**config.mk**
```make
export PLATFORM = sky130hd
export DESIGN_NAME = bcd_display_scan
export DESIGN_NICKNAME = d
export VERILOG_FILES = /design/src/rtl/bcd_disp_pkg.sv /design/src/rtl/bcd_seg7_decode.sv /design/src/rtl/bcd_display_scan.sv
export SDC_FILE = /design/constraint.sdc
export NUM_CORES = 1
export LEC_CHECK = 0
export CAP_MARGIN = 15
export CORE_ASPECT_RATIO = 1.2
export CORE_UTILIZATION = 40
export CTS_CLUSTER_SIZE = 12
export DETAILED_ROUTE_END_ITERATION = 10
export HOLD_SLACK_MARGIN = 0.02
export PLACE_DENSITY = 0.59
export SYNTH_ARGS = -nofsm -noshare
export SYNTH_HDL_FRONTEND = slang
export SYNTH_HIERARCHICAL = 1
export SYNTH_SLANG_ARGS = --single-unit
```
**constraint.sdc**
```tcl
create_clock -name clk -period 3.36 [get_ports clk]
set_input_delay 0.504 -clock clk [delete_from_list [all_inputs] [get_ports clk]]
set_output_delay 0.504 -clock clk [all_outputs]
set_load 0.01 [all_outputs]
```
**src/rtl/bcd_disp_pkg.sv**
```systemverilog
// Shared types and segment patterns for the BCD seven-segment readout.
// Patterns are {g,f,e,d,c,b,a}, active-low, for a common-anode display.
package bcd_disp_pkg;

  localparam int NUM_DIGITS = 6;

  typedef logic [23:0] bcd_word_t;
  typedef logic [6:0]  seg_t;

  localparam seg_t SEG_BLANK = 7'b1111111;
  localparam seg_t SEG_DASH  = 7'b0111111;

  localparam seg_t SEG_DIGIT [0:9] = '{
    7'b1000000,  // 0
    7'b1111001,  // 1
    7'b0100100,  // 2
    7'b0110000,  // 3
    7'b0011001,  // 4
    7'b0010010,  // 5
    7'b0000010,  // 6
    7'b1111000,  // 7
    7'b0000000,  // 8
    7'b0010000   // 9
  };

endpackage

```
**src/rtl/bcd_seg7_decode.sv**
```systemverilog
// Combinational BCD nibble to active-low seven-segment pattern.
// Codes 10..15 are not valid BCD and are shown as a dash.
module bcd_seg7_decode
  import bcd_disp_pkg::*;
(
  input  logic [3:0] i_nibble,
  input  logic       i_blank,
  output logic [6:0] o_seg
);

  always_comb begin
    o_seg = SEG_DASH;
    if (i_blank) begin
      o_seg = SEG_BLANK;
    end else if (i_nibble <= 4'd9) begin
      o_seg = SEG_DIGIT[i_nibble];
    end
  end

endmodule

```
**src/rtl/bcd_display_scan.sv**
```systemverilog
// Six-digit time-multiplexed seven-segment scanner with frame-aligned update.
// Define BCD_SCAN_LZB_EN to enable leading-zero blanking.
module bcd_display_scan
  import bcd_disp_pkg::*;
#(
  parameter int CLK_DIV = 50000
) (
  input  logic                  clk,
  input  logic                  reset,
  input  logic [23:0]           bcd,
  input  logic                  load,
  output logic [6:0]            seg,
  output logic [NUM_DIGITS-1:0] an,
  output logic                  frame
);

  localparam int                PCNT_W   = (CLK_DIV > 2) ? $clog2(CLK_DIV) : 1;
  localparam logic [PCNT_W-1:0] PCNT_MAX = PCNT_W'(CLK_DIV - 1);
  localparam logic [2:0]        IDX_LAST = 3'(NUM_DIGITS - 1);

  logic [PCNT_W-1:0]     r_pcnt;
  logic [2:0]            r_idx;
  logic [23:0]           r_pend;
  logic                  r_pend_v;
  logic [23:0]           r_disp;
  logic [6:0]            r_seg;
  logic [NUM_DIGITS-1:0] r_an;
  logic                  r_frame;

  logic                  w_tick;
  logic                  w_wrap;
  logic [2:0]            w_idx_next;
  logic [23:0]           w_disp_next;
  logic [23:0]           w_pend_next;
  logic                  w_pend_v_next;
  logic [3:0]            w_nibble;
  logic                  w_blank;
  logic [6:0]            w_seg;

  assign w_tick = (r_pcnt == PCNT_MAX);
  assign w_wrap = w_tick && (r_idx == IDX_LAST);

  always_comb begin
    w_idx_next = r_idx;
    if (w_wrap) begin
      w_idx_next = 3'd0;
    end else if (w_tick) begin
      w_idx_next = r_idx + 3'd1;
    end
  end

  // A load landing on the wrap edge bypasses pend and goes live immediately.
  always_comb begin
    w_disp_next   = r_disp;
    w_pend_next   = r_pend;
    w_pend_v_next = r_pend_v;
    if (w_wrap) begin
      if (load) begin
        w_disp_next = bcd;
      end else if (r_pend_v) begin
        w_disp_next = r_pend;
      end
      w_pend_v_next = 1'b0;
    end else if (load) begin
      w_pend_next   = bcd;
      w_pend_v_next = 1'b1;
    end
  end

  // Outputs are registered from next-state values so seg/an/frame line up.
  assign w_nibble = w_disp_next[{w_idx_next, 2'b00} +: 4];

`ifdef BCD_SCAN_LZB_EN
  logic [NUM_DIGITS:0] w_zero_above;
  assign w_zero_above[NUM_DIGITS] = 1'b1;
  for (genvar gi = 0; gi < NUM_DIGITS; gi++) begin : g_lzb
    assign w_zero_above[gi] = w_zero_above[gi+1] && (w_disp_next[4*gi +: 4] == 4'd0);
  end
  assign w_blank = (w_idx_next != 3'd0) && w_zero_above[w_idx_next];
`else
  assign w_blank = 1'b0;
`endif

  bcd_seg7_decode u_decode (
    .i_nibble (w_nibble),
    .i_blank  (w_blank),
    .o_seg    (w_seg)
  );

  always_ff @(posedge clk) begin
    if (reset) begin
      r_pcnt   <= '0;
      r_idx    <= 3'd0;
      r_pend   <= '0;
      r_pend_v <= 1'b0;
      r_disp   <= '0;
      r_seg    <= SEG_BLANK;
      r_an     <= '1;
      r_frame  <= 1'b0;
    end else begin
      r_pcnt   <= w_tick ? '0 : r_pcnt + PCNT_W'(1);
      r_idx    <= w_idx_next;
      r_pend   <= w_pend_next;
      r_pend_v <= w_pend_v_next;
      r_disp   <= w_disp_next;
      r_seg    <= w_seg;
      r_an     <= ~(NUM_DIGITS'(1) << w_idx_next);
      r_frame  <= w_wrap;
    end
  end

  assign seg   = r_seg;
  assign an    = r_an;
  assign frame = r_frame;

endmodule

```
# --- Word-level counts from Yosys, hierarchy flattened ---
# Memory sizes are Yosys's and may differ from the RTL's.
# Cells that the tools add are included.
totals:
  regBits: 82
  mem_bits_ro: 112
  inputBits: 27
  output_inout_bits: 14
  elab_cells: 35
  n_memories: 1
classes:
  addsub: 2
  n_lt_le_gt_ge: 2
  eq_ne: 2
  shift: 2
  n_mux: 8
  bitwise_logic: 4
  n_reduce_logical: 5
memory_table:
  columns: ["name", "words", "width", "rd", "rd_ports_with_merged_regs", "wr", "line", "text"]
  rows:
  - ["(no name shown)", 16, 7, 1, 0, 0, "bcd_seg7_decode.sv:16", "o_seg = SEG_DIGIT[i_nibble];"]
ops:
  columns: ["op", "count"]
  rows:
  - ["$mux 24", 3]
  - ["$shiftx 24x6->4", 1]
  - ["$mux 7", 3]
  - ["$add 16x1->16 const B", 1]
  - ["$eq 16x16->1 const B", 1]
  - ["$mux 3", 2]
  - ["$not 6->6", 1]
  - ["$reduce_or 2->1", 3]
  - ["$shl 1x3->6 const A", 1]
  - ["$ge 5x5->1 const B", 1]
  - ["$not 4->5", 1]
  - ["$le 4x4->1 const B", 1]
  - ["$add 3x1->3 const B", 1]
  - ["$eq 3x3->1 const B", 1]
  - ["$not 1->1", 2]
  - ["$reduce_and 2->1", 1]
  - ["$logic_and 1x1->1", 1]

# --- Longest topological paths before layout ---
# Gate-level depths: netlist (run 1).
logic_depth:
  word_depth: 9
  depth_mapped: 17
  depth_no_buf: 14

# --- Modules after synthesis ---
# The synthesis (run 1) kept the hierarchy.
modules_own_cells:
  columns: ["mod", "instances", "cells_each", "area_each_um2", "seq_area_each_um2"]
  rows:
  - ["bcd_display_scan", 1, 435, 3641.0, 1641.6]
  - ["bcd_seg7_decode", 1, 31, 216.5, 0.0]

# --- Worst setup path before layout (run 1) ---
# Ideal clock, no wire load.
synth_path:
  path_kind: "register to register"
  start: "register r_pcnt[5]"
  end: "register r_seg[3], in the netlist seg[3]"
  setup_time_ns: 0.123
  arrival_time_ns: 3.477
  path_slack_ns: -0.241
  path_stages_with_launch: 16
  n_path_buf: 3
  synth_period_minus_slack_ns: 3.601
  path_cell_list: "dfxtp_1 -> or4b_1 -> or4_1 -> buf_6 -> nor2_8 -> buf_8 -> buf_6 -> o22ai_1 -> a21oi_2 -> a221oi_1 -> a31oi_1 -> ha_1 -> o21bai_4 -> a221oi_2 -> o21ai_1 -> or2_2"
synth_via:
  elab_chain_cells: 8
synth_lines:
  columns: ["item", "line", "text"]
  rows:
  - ["from (decl)", "bcd_display_scan.sv:21", "logic [PCNT_W-1:0] r_pcnt;"]
  - ["from (signal assigned)", "bcd_display_scan.sv:101", "r_pcnt <= w_tick ? '0 : r_pcnt + PCNT_W'(1);"]
  - ["$eq 16x16->1 (*)", "bcd_display_scan.sv:40", "assign w_tick = (r_pcnt == PCNT_MAX);"]
  - ["$mux 3 or $logic_and 1x1->1 (tied branches)", "bcd_display_scan.sv:47, bcd_display_scan.sv:41", null]
  - ["$mux 3 or $mux 24 (tied branches)", "bcd_display_scan.sv:45, bcd_display_scan.sv:57", null]
  - ["$shiftx 24x6->4 (*)", "bcd_display_scan.sv:71", "assign w_nibble = w_disp_next[{w_idx_next, 2'b00} +: 4];"]
  - ["net w_nibble[0]", "bcd_display_scan.sv:36", "logic [3:0] w_nibble;"]
  - ["$not 4->5 (implied by the code)", "bcd_seg7_decode.sv:16", null]
  - ["$mem_v2 16x7", null, null]
  - ["$mux 7 (implied by the code) (2 in a row)", "bcd_seg7_decode.sv:16", null]
  - ["to (signal assigned)", "bcd_display_scan.sv:106", "r_seg <= w_seg;"]
  - ["to (decl)", "bcd_display_scan.sv:26", "logic [6:0] r_seg;"]
# Mark *: on every way through the listed nets, which the timed path passes. The rest lies on a longest branch. The select of a mux whose other input is x is not followed.
# A chain may end at the register's enable or synchronous reset.

# --- Worst setup path after layout (run 1) ---
layout_path:
  start: "register r_pcnt[10]"
  end: "register r_seg[1], in the netlist seg[1]"
# The elaborated chain is that of the path after synthesis.

==> results of run 1 <==
==> state kept, by name (all words and copies together), names as in the netlist <==
signal and count:
r_pend 24, frame 1, an 6, r_pend_v 1, r_disp 24, r_idx 3
r_pcnt 16, seg 7
==> worst max-delay path: cells and delay by family, from the launching register on <==
| kind | cells | cell delay, ps |
|---|---|---|
| AOI/OAI and AO/OA | 3 | 540 |
| adders and majority gates | 1 | 200 |
| buffers and inverters | 4 | 490 |
| DFF | 1 | 320 |
| and+or+nand+nor | 6 | 1860 |
==> power breakdown <==
| group | switching [mW] | total [mW] | leakage, nW | internal [mW] |
|---|---|---|---|---|
| combinational | 0.0865 | 0.164 | 1.46 | 0.0771 |
| clock | 0.356 | 0.739 | 0.0986 | 0.383 |
| sequential | 0.0126 | 1.01 | 0.670 | 0.995 |
| total | 0.455 | 1.91 | 2.23 | 1.46 |
==> synthesized netlist by cell type (all sizes together), types with 5 or more instances <==
cell / n / area, µm²
nand2: 73 / 276.5
a21oi: 50 / 261.5
or2: 7 / 43.79
inv: 13 / 48.80
and3: 6 / 37.54
xnor2: 6 / 52.55
xor2: 6 / 52.55
buf: 7 / 63.80
ha: 8 / 100.1
nand3: 8 / 57.56
o21ai: 18 / 101.4
o22a: 5 / 43.79
nor3: 7 / 40.04
nor2: 53 / 215.2
clkbuf: 21 / 78.83
nor2b: 13 / 81.33
o211ai: 5 / 37.54
dfxtp: 82 / 1642
o22ai: 23 / 150.1
a221oi: 9 / 85.08
==> area by class of cell <==
| class | instances | area [µm²] |
|---|---|---|
| Fill cell | 787 | 3580 |
| Tap cell | 120 | 150.1 |
| Clock buffer | 12 | 155.1 |
| Timing Repair Buffer | 131 | 1176 |
| Clock inverter | 4 | 50.05 |
| Sequential cell | 82 | 1645 |
| Inverter | 13 | 48.80 |
| Multi-Input combinational cell | 348 | 2419 |
==> placed cells by master, fill, tap and decap left out, drive strengths merged, types with 13 or more instances in the layout <==
cell	netlist	layout
a21oi	50	50
buf	7	92
clkdlybuf4s50	0	39
dfxtp	82	82
inv	13	13
nand2	73	73
nor2	53	53
nor2b	13	13
o21ai	18	18
o22ai	23	23
==> worst max-delay path by stage <==
stage | to | slack (ps) | cells after the start
2_1_floorplan | seg[3]$_SDFF_PP1_ | -160 | 15
3_3_place_gp | seg[1]$_SDFF_PP1_ | -220 | 14
3_5_place_dp | seg[1]$_SDFF_PP1_ | -300 | 14
4_1_cts | seg[3]$_SDFF_PP1_ | -140 | 14
5_1_grt | seg[3]$_SDFF_PP1_ | -300 | 16
6_report | seg[1]$_SDFF_PP1_ | -150 | 14
==> cells by family (layout without fill, tap and decap cells) <==
family / count (synthesis) / in the layout / synth area share (%)
buf+inv: 41 / 160 / 4.963
flops: 82 / 82 / 42.56
other cells: 1 / 6 / 0.09721
compound gates: 131 / 131 / 22.61
fa+ha+maj: 8 / 8 / 2.595
xor+xnor: 12 / 12 / 2.725
simple gates: 191 / 191 / 24.46
==> routing by layer <==
layer | vias to the layer above | routed length, µm | GRT usage, %
li1 | 1871 | - | -
met3 | 26 | 461 | 3.804
met4 | 0 | 310 | 11.00
met5 | - | 0 | 0
met1 | 1803 | 4717 | 26.66
met2 | 95 | 5368 | 36.68
==> repair_timing <==
| item | CTS | global route |
|---|---|---|
| buffers inserted | 13 | 7 |
| gates cloned | 0 | 0 |
| setup endpoints to repair | 7 | 7 |
| pin swaps | 19 | 25 |
| resized for setup | 41 | 46 |
==> run metrics, run 1 <==
diodes inserted=0; post-synth cell types=57; vias in the first global route=3482; GRT Residual Overflow=0; Clock transition at path regs=80 ps; final count of negative-setup-slack endpoints=7; antenna viol nets, final=0; Sink Count=82; routed vias=3795; status=finished, violations left; clock buffer depth=2; actual slew at the worst max-slew pin=661.4 ps; CTS Root Cell=clkbuf_8; final core area utilization=61.19%; DR vias/cell=5.345; Area growth syn-to-layout=46.32%; RSZ-0062 raised after global routing=yes; Clk Latency, worst-skew pair=360 ps; final count of hold timing violations=0; Setup WS post-layout=-154.7 ps; WHS=456.8 ps; port buffer count=40; Top Ports=41; fin area=5644 µm²; Setup TNS=-793.6 ps; hold path depth=2; reg-to-reg startpoint=r_pcnt[10]$_SDFF_PP0_; hold_buf cts=0; post-synthesis cell area=3857 µm²; Initial Utilization=41.82%; Crit Path Max Fanout=4; CP Class=flip-flop to flip-flop; Worst setup SP type=flip-flop; core area=9224 µm²; register area share after synthesis=42.56%; die area=10040 µm²; Nets=620; worst vdd ir=0.2394 mV; final wirelength=10860 µm; number of synthesized flops with an enable pin=0; CP arrival=3770 ps; dpl hpwl=7309 µm; Syn Inst Count=466; MaxCap Viol Count=0; TritonCTS clock tree=yes; cts bufs inserted=9; placed insts=676; H-tree depth=3; CP peak stage delay=600 ps; GRT Total Usage=21.70%; #FFs+latches synth=82; Top FF cell, synth=dfxtp_1; minimum clock period after layout=3515 ps; Pwr per Cell Area=338.5 nW/µm²; Reg2Reg Setup Slack=-150 ps; max_slew headroom=55.91%; initial antenna violation count=0; max-slew violation count=0; share of cells above drive strength 1=31.19%; GP Congestion=0.9679; worst-path cell chain=or4b_4, or4_4, buf_12, o21ai_4, inv_2, or3_1, a41oi_2, inv_2, buf_6, ha_4, a21o_1, nand2_1, nand2_1, or2_4; first-pass GRT wire length=16960 µm; crit path from=r_pcnt[10]$_SDFF_PP0_; Die Wd=91.65 µm; final worst-path cycle share=104.6%; Place WS=-302.2 ps; Routed WL per cell=15.29 µm; fmax=284.5 MHz; Critical Path RT=3610 ps; r2r endpoint=seg[1]$_SDFF_PP1_; Die H=109.6 µm; DRC=0; Mapped Avg Cell Area=8.278 µm²; Hold Path Class=flip-flop to flip-flop; Iter 0 DRT Violations=144; Placed Area=4855 µm²; Fin Clk Skew=9.652 ps; largest net degree at the start of global routing=35; fin cells=710; leakage power=2.229 nW; Ys Warns=6; CP endpoint kind=flip-flop; failing checks=negative setup slack; Pwr Total=1.911 mW; ys async rst share=0%; slowest stage cell, crit path=or4_4; Pre-antenna DRT Iters=4; R2R depth=14; hold_sp=r_pend[3]$_SDFFE_PP0P_; cell row count=38; Worst Hold Endpoint=r_pend[3]$_SDFFE_PP0P_
Note: power is estimated with default switching activity, not from simulation.
==> run 2: changes to the inputs <==
--- a/config.mk
+++ b/config.mk
@@ -5,13 +5,12 @@
 export SDC_FILE = /design/constraint.sdc
 export NUM_CORES = 1
 export LEC_CHECK = 0
-export CAP_MARGIN = 15
 export CORE_ASPECT_RATIO = 1.2
-export CORE_UTILIZATION = 40
+export CORE_UTILIZATION = 50
 export CTS_CLUSTER_SIZE = 12
 export DETAILED_ROUTE_END_ITERATION = 10
 export HOLD_SLACK_MARGIN = 0.02
-export PLACE_DENSITY = 0.59
+export PLACE_DENSITY = 0.72
 export SYNTH_ARGS = -nofsm -noshare
 export SYNTH_HDL_FRONTEND = slang
 export SYNTH_HIERARCHICAL = 1
==> run metrics, run 2 (same netlist as run 1, synthesis figures left out) <==
final count of hold timing violations=0 (unchanged); CP peak stage delay=550 ps (was 600 ps); Pwr per Cell Area=363.1 nW/µm² (was 338.5 nW/µm²); worst vdd ir=0.2699 mV (was 0.2394 mV); minimum clock period after layout=3621 ps (was 3515 ps); die area=8071 µm² (was 10040 µm²); Hold Path Class=flip-flop to flip-flop (unchanged); Die H=98.22 µm (was 109.6 µm); leakage power=2.071 nW (was 2.229 nW); Place WS=-252.3 ps (was -302.2 ps); top sig layer=met4 (unchanged); failing checks=negative setup slack (unchanged); Setup WS post-layout=-260.9 ps (was -154.7 ps); clock buffer depth=2 (unchanged); commonest non-fill, non-tap cells in the layout=80 x dfxtp_1, 71 x nand2_1, 65 x buf_4 (was 79 x dfxtp_1, 72 x buf_4, 70 x nand2_1); met3 wire length=614 µm (was 461 µm); status=finished, violations left (unchanged); final worst-path cycle share=107.8% (was 104.6%); CP arrival=3870 ps (was 3770 ps); Die Wd=82.18 µm (was 91.65 µm); GP Congestion=0.8645 (was 0.9679); DRC=0 (unchanged); fmax=276.2 MHz (was 284.5 MHz); CP Class=flip-flop to flip-flop (unchanged); final count of negative-setup-slack endpoints=7 (unchanged); vias in the first global route=3641 (was 3482); Iter 0 DRT Violations=236 (was 144); initial antenna violation count=0 (unchanged); diodes inserted=0 (unchanged); cts bufs inserted=9 (unchanged); max_slew headroom=42.63% (was 55.91%); CP endpoint kind=flip-flop (unchanged); Post-Route M1 WL=4598 µm (was 4717 µm); final wirelength=10470 µm (was 10860 µm); first-pass GRT wire length=17000 µm (was 16960 µm); Fin Clk Skew=13.27 ps (was 9.652 ps); cell row count=34 (was 38); GRT Total Usage=27.41% (was 21.70%); largest net degree at the start of global routing=34 (was 35); Routed WL per cell=15.79 µm (was 15.29 µm); Nets=603 (was 620); worst-path cell chain=or4b_4, buf_6, nor4_4, buf_6, nand3_2, buf_4, o22ai_1, a21oi_2, a221oi_2, a31oi_2, buf_4, buf_4, o21ai_0, a21oi_1, or2_2 (was or4b_4, or4_4, buf_12, o21ai_4, inv_2, or3_1, a41oi_2, inv_2, buf_6, ha_4, a21o_1, nand2_1, nand2_1, or2_4); MaxCap Viol Count=0 (unchanged); antenna viol nets, final=0 (unchanged); Critical Path RT=3610 ps (about the same); Crit Path Max Fanout=8 (was 4); TritonCTS clock tree=yes (unchanged); most used cell along the critical path=buf_4; actual slew at the worst max-slew pin=857.4 ps (was 661.4 ps); dpl hpwl=7121 µm (was 7309 µm); share of cells above drive strength 1=25.13% (was 31.19%); Sink Count=82 (unchanged); Pre-antenna DRT Iters=4 (unchanged); routed vias=3708 (was 3795); port buffer count=40 (unchanged); Placed Area=4727 µm² (was 4855 µm²); filler cell count=567 (was 787); Worst setup SP type=flip-flop (unchanged); fin area=5202 µm² (was 5644 µm²); Reg2Reg Setup Slack=-260 ps (was -150 ps); RSZ-0062 raised after global routing=yes (unchanged); max-slew violation count=0 (unchanged); GRT Residual Overflow=0 (unchanged); Clk Latency, worst-skew pair=360 ps (about the same); critical path's top delay family=simple AND/OR/NAND/NOR gates (unchanged); DR vias/cell=5.593 (was 5.345); Initial Utilization=52.41% (was 41.82%); Area growth syn-to-layout=34.87% (was 46.32%); routed wl met2=4985 µm (was 5368 µm); CTS Root Cell=clkbuf_8 (unchanged); slowest stage cell, crit path=or4b_4 (was or4_4); Clock transition at path regs=80 ps (about the same); core area=7360 µm² (was 9224 µm²); Top Ports=41 (unchanged); Worst Path Buf+Inv=5 (was 4); biggest regs=r_disp x24, r_pend x24, r_pcnt x16 (unchanged); H-tree depth=3 (unchanged); hold_buf cts=0 (unchanged); most common cell after layout, fill and taps aside=dfxtp_1 (unchanged)
run 2: cell types whose count changed in the layout (fill, tap and decap cells not counted), moves of 3 or more:
cell,change
a21oi_1,+3
a221oi_1,+3
a221oi_2,-3
buf_12,-3
buf_4,-7
buf_6,-9
clkinv_4,+4
ha_4,-3
nor3_1,+3
o22ai_1,+3
run 2: report_power, final:
part | internal (mW) | switching [mW]
Clock | 0.348 | 0.378
Combinational | 0.0729 | 0.0820
Sequential | 0.995 | 0.0127
run 2: tightest hold or removal path, cell delays in order, from the launching register on:
cell and delay, ps:
dfxtp_1 310, nand2_1 50, a21oi_1 50
run 2: per-layer routing:
metal  global-route usage (%)  vias up
li1                         -     1835
met1                    35.37     1743
met2                    43.36      106
met3                    5.140       24
met4                    12.82        0
met5                        0        -
run 2: final timing paths:
path / from / end / cells after the start
max: r_pcnt[11]$_SDFF_PP0_ / seg[4]$_SDFF_PP1_ / 15
min: r_pend[5]$_SDFFE_PP0P_ / r_pend[5]$_SDFFE_PP0P_ / 2
max reg2reg: r_pcnt[11]$_SDFF_PP0_ / seg[4]$_SDFF_PP1_ / 15
min reg2reg: r_pend[5]$_SDFFE_PP0P_ / r_pend[5]$_SDFFE_PP0P_ / 2
run 2: repair_timing:
action / CTS / global route
buffers inserted: 8 / 4
gates resized for setup: 20 / 19
endpoints found under the setup margin: 7 / 7
cloned: 2 / 0
pin swaps: 11 / 15
run 2: stage by stage:
stage,utilization (%),TNS (ps),hold WS (ps),total power [mW],cells
finish,70.69,-1330,458.9,1.889,663
global route,70.69,-2466,484.5,1.951,663
CTS,69.26,-844.6,460.4,1.893,660
detailed placement,64.23,-1209,448.2,1.181,634
global placement,64.23,-716.1,439.7,1.178,634
floorplan,-,-642.3,413.0,1.108,471
run 2: area by class of cell:
cell class / instances / area [µm²] / share of cell area, %
sequential: 82 / 1644 / 31.60
timing repair buffer: 112 / 962.2 / 18.49
inverter: 13 / 48.80 / 0.9380
clock buffer: 9 / 123.9 / 2.381
clock inverter: 7 / 80.08 / 1.539
tap: 90 / 112.6 / 2.165
multi-input combinational: 350 / 2231 / 42.88
==> run 3: changes to the inputs <==
--- a/config.mk
+++ b/config.mk
@@ -5,12 +5,14 @@
 export SDC_FILE = /design/constraint.sdc
 export NUM_CORES = 1
 export LEC_CHECK = 0
+export ABC_AREA = 1
 export CORE_ASPECT_RATIO = 1.2
+export CORE_MARGIN = 1
 export CORE_UTILIZATION = 50
 export CTS_CLUSTER_SIZE = 12
 export DETAILED_ROUTE_END_ITERATION = 10
 export HOLD_SLACK_MARGIN = 0.02
-export PLACE_DENSITY = 0.72
+export PLACE_DENSITY = 0.68
 export SYNTH_ARGS = -nofsm -noshare
 export SYNTH_HDL_FRONTEND = slang
 export SYNTH_HIERARCHICAL = 1
==> constraint.sdc (replaced) <==
create_clock -name clk -period 3.52 [get_ports clk]
set_input_delay 0.528 -clock clk [delete_from_list [all_inputs] [get_ports clk]]
set_output_delay 0.528 -clock clk [all_outputs]
set_load 0.01 [all_outputs]
==> run metrics, run 3 <==
status=finished, final reports clean (was finished, violations left); Top FF cell, synth=dfxtp_1 (unchanged); Mapped Avg Cell Area=6.702 µm² (was 8.278 µm²); die area=9064 µm² (was 8071 µm²); final worst-path cycle share=90.45% (was 107.8%); CP Class=flip-flop to flip-flop (unchanged); Critical Path RT=3760 ps (was 3610 ps); vias in the first global route=3563 (was 3641); GP Congestion=0.7846 (was 0.8645); ys async rst share=0% (unchanged); TritonCTS clock tree=yes (unchanged); diodes inserted=0 (unchanged); Die Wd=87.08 µm (was 82.18 µm); CP arrival=3420 ps (was 3870 ps); GRT Total Usage=22.25% (was 27.41%); fmax=314.1 MHz (was 276.2 MHz); clock buffer depth=2 (unchanged); CP endpoint kind=flip-flop (unchanged); post-synthesis cell area=4343 µm² (was 3857 µm²); Initial Utilization=52.40% (was 52.41%); final count of negative-setup-slack endpoints=0 (was 7); Reg area=1642 µm² (was 1644 µm²); hold path depth=1 (was 2); core area=8288 µm² (was 7360 µm²); share of cells above drive strength 1=10.41% (was 25.13%); Syn Inst Count=648 (was 466); Top Ports=41 (unchanged); crit path from=r_idx[1]$_SDFF_PP0_ (was r_pcnt[11]$_SDFF_PP0_); max-slew violation count=0 (unchanged); initial antenna violation count=0 (unchanged); RSZ-0062 raised after global routing=no (was yes); MaxCap Viol Count=0 (unchanged); post-synth cell types=38 (was 57); number of synthesized flops with an enable pin=0 (unchanged); Die H=104.1 µm (was 98.22 µm); Syn Nets=683; minimum clock period after layout=3184 ps (was 3621 ps); antenna viol nets, final=0 (unchanged); DRC=0 (unchanged); final wirelength=9363 µm (was 10470 µm); max_slew headroom=58.87% (was 42.63%); Clk Latency, worst-skew pair=350 ps (was 360 ps); register area share after synthesis=37.80% (was 42.56%); CTS Root Cell=clkbuf_8 (unchanged); GRT Residual Overflow=0 (unchanged); biggest regs=r_disp x24, r_pend x24, r_pcnt x16 (unchanged); #FFs+latches synth=82 (unchanged); top cell type's share of synthesized area=37.80% (was 42.56%); Clock transition at path regs=80 ps (about the same); hold_sp=r_pcnt[0]$_SDFF_PP0_ (was r_pend[5]$_SDFFE_PP0P_); Sink Count=82 (unchanged); Area growth syn-to-layout=15.47% (was 34.87%); DR vias/cell=4.942 (was 5.593); r2r endpoint=seg[3]$_SDFF_PP1_ (was seg[4]$_SDFF_PP1_); worst vdd ir=0.2105 mV (was 0.2699 mV); Pwr per Cell Area=368.6 nW/µm² (was 363.1 nW/µm²); Placed Area=4808 µm² (was 4727 µm²); Routed WL per cell=11.76 µm (was 15.79 µm); Hold Path Class=flip-flop to flip-flop (unchanged); commonest cells in the netlist=206 x nand2_1, 82 x dfxtp_1, 71 x inv_1 (was 82 x dfxtp_1, 72 x nand2_1, 52 x nor2_1); dpl hpwl=6211 µm (was 7121 µm); cell row count=36 (was 34); filler cell count=798 (was 567); Fin Clk Skew=9.303 ps (was 13.27 ps); H-tree depth=3 (unchanged); R2R depth=18 (was 15); Setup TNS=0 ps (was -1330 ps); routed vias=3934 (was 3708); Worst setup SP type=flip-flop (unchanged); Pre-antenna DRT Iters=4 (unchanged); Crit Path Max Fanout=8 (unchanged); Ys Warns=6 (unchanged); Reg2Reg Setup Slack=340 ps (was -260 ps); reg-to-reg startpoint=r_idx[1]$_SDFF_PP0_ (was r_pcnt[11]$_SDFF_PP0_); top cells by area, synth=dfxtp_1 38%, nand2_1 18%, inv_1 6.1%, a21oi_1 5.1%, nand3_1 5.1% (was dfxtp_1 43%, nand2_1 7.0%, a21oi_1 6.1%, nor2_1 5.1%, o22ai_1 3.6%); most common cell after layout, fill and taps aside=nand2_1 (was dfxtp_1); actual slew at the worst max-slew pin=617.0 ps (was 857.4 ps); cts bufs inserted=9 (unchanged); Worst Hold Endpoint=r_pcnt[0]$_SDFF_PP0_ (was r_pend[5]$_SDFFE_PP0P_); hold_buf cts=0 (unchanged); largest net degree at the start of global routing=60 (was 34); final count of hold timing violations=0 (unchanged); Multi-input gate area=2271 µm² (was 2231 µm²); fin area=5015 µm² (was 5202 µm²); postcts setup bufs=0 (was 8); commonest non-fill, non-tap cells in the layout=206 x nand2_1, 82 x dfxtp_1, 71 x inv_1 (was 80 x dfxtp_1, 71 x nand2_1, 65 x buf_4); first-pass GRT wire length=16040 µm (was 17000 µm); CTS resizes=0 (was 20); Iter 0 DRT Violations=215 (was 236); leakage power=2.087 nW (was 2.071 nW); most frequent cell after synthesis=nand2_1 (was dfxtp_1); largest area contributor in the netlist=dfxtp_1 (unchanged); Nets=714 (was 603); final core area utilization=60.51% (was 70.69%); port buffer count=40 (unchanged)
[run 3: cell types whose count changed after synthesis, sizes merged, moves of 6 or more]
cell / delta
a21oi: -6
nand2: +144
nor2: +15
nand3: +39
inv: +63
o22ai: -23
o21ai: +23
nor2b: -13
[run 3: worst max-delay path by stage]
stage               cells after the start  slack [ps]           endpoint
CTS                                    18         360  seg[3]$_SDFF_PP1_
global placement                       16         370  seg[3]$_SDFF_PP1_
global route                           17          30  seg[3]$_SDFF_PP1_
finish                                 18         340  seg[3]$_SDFF_PP1_
floorplan                              18         870  seg[0]$_SDFF_PP1_
detailed placement                     16         300  seg[3]$_SDFF_PP1_
[run 3: per-stage QoR]
| step | hold slack, ps | power (mW) | setup WS [ps] | cells |
|---|---|---|---|---|
| 6_report | 456.1 | 1.849 | 336.3 | 796 |
| 5_1_grt | 478.8 | 1.937 | 34.70 | 796 |
| 4_1_cts | 454.4 | 1.862 | 357.2 | 796 |
| 3_5_place_dp | 436.1 | 1.135 | 298.0 | 782 |
| 3_3_place_gp | 434.2 | 1.133 | 373.9 | 782 |
| 2_1_floorplan | 417.6 | 1.074 | 867.5 | 648 |
[run 3: critical path, cell delays in order (launching register included)]
cell and delay, ps:
dfxtp_1 370, inv_1 70, ha_1 170, nand2_1 190, inv_2 130, nor2_1 150, nand3b_1 150, nand2_2 120
nor2_2 240, nand2_1 90, nand2_1 70, nor2_1 50, nor2_1 250, inv_1 150, ha_1 230, or2_1 240
nand3_1 80, nand3_1 60, or2_2 260
[run 3: cell families (layout without fill, tap and decap cells)]
| family | after synthesis | count (layout) | synth area share [%] |
|---|---|---|---|
| simple gates | 354 | 354 | 36.70 |
| buf+inv | 104 | 138 | 9.911 |
| compound gates | 95 | 95 | 12.39 |
| flops | 82 | 82 | 37.80 |
| fa+ha+maj | 8 | 8 | 2.305 |
| xor+xnor | 4 | 4 | 0.8068 |
| other cells | 1 | 1 | 0.08635 |
[run 3: routing by layer]
metal	global-route usage (%)	vias up	part of all wire [%]	wire, µm
met2	37.63	73	49	4542
met1	28.19	1756	46	4330
met4	7.857	0	1.4	134
met3	3.651	9	3.8	355
met5	0	-	0	0
li1	-	2096	-	-
[run 3: layout make-up]
cell class,instances,area share [%]
Multi-Input combinational cell,462,45.28
Sequential cell,82,32.73
Timing Repair Buffer,48,9.331
Inverter,76,5.689
Tap cell,114,2.844
Clock buffer,11,2.819
Clock inverter,3,1.297
[run 3: where the power goes]
| group | total [mW] | switching, mW | internal [mW] |
|---|---|---|---|
| Clock | 0.735 | 0.324 | 0.411 |
| Sequential | 0.961 | 0.00970 | 0.951 |
| Combinational | 0.153 | 0.0840 | 0.0691 |
| Total | 1.85 | 0.418 | 1.43 |
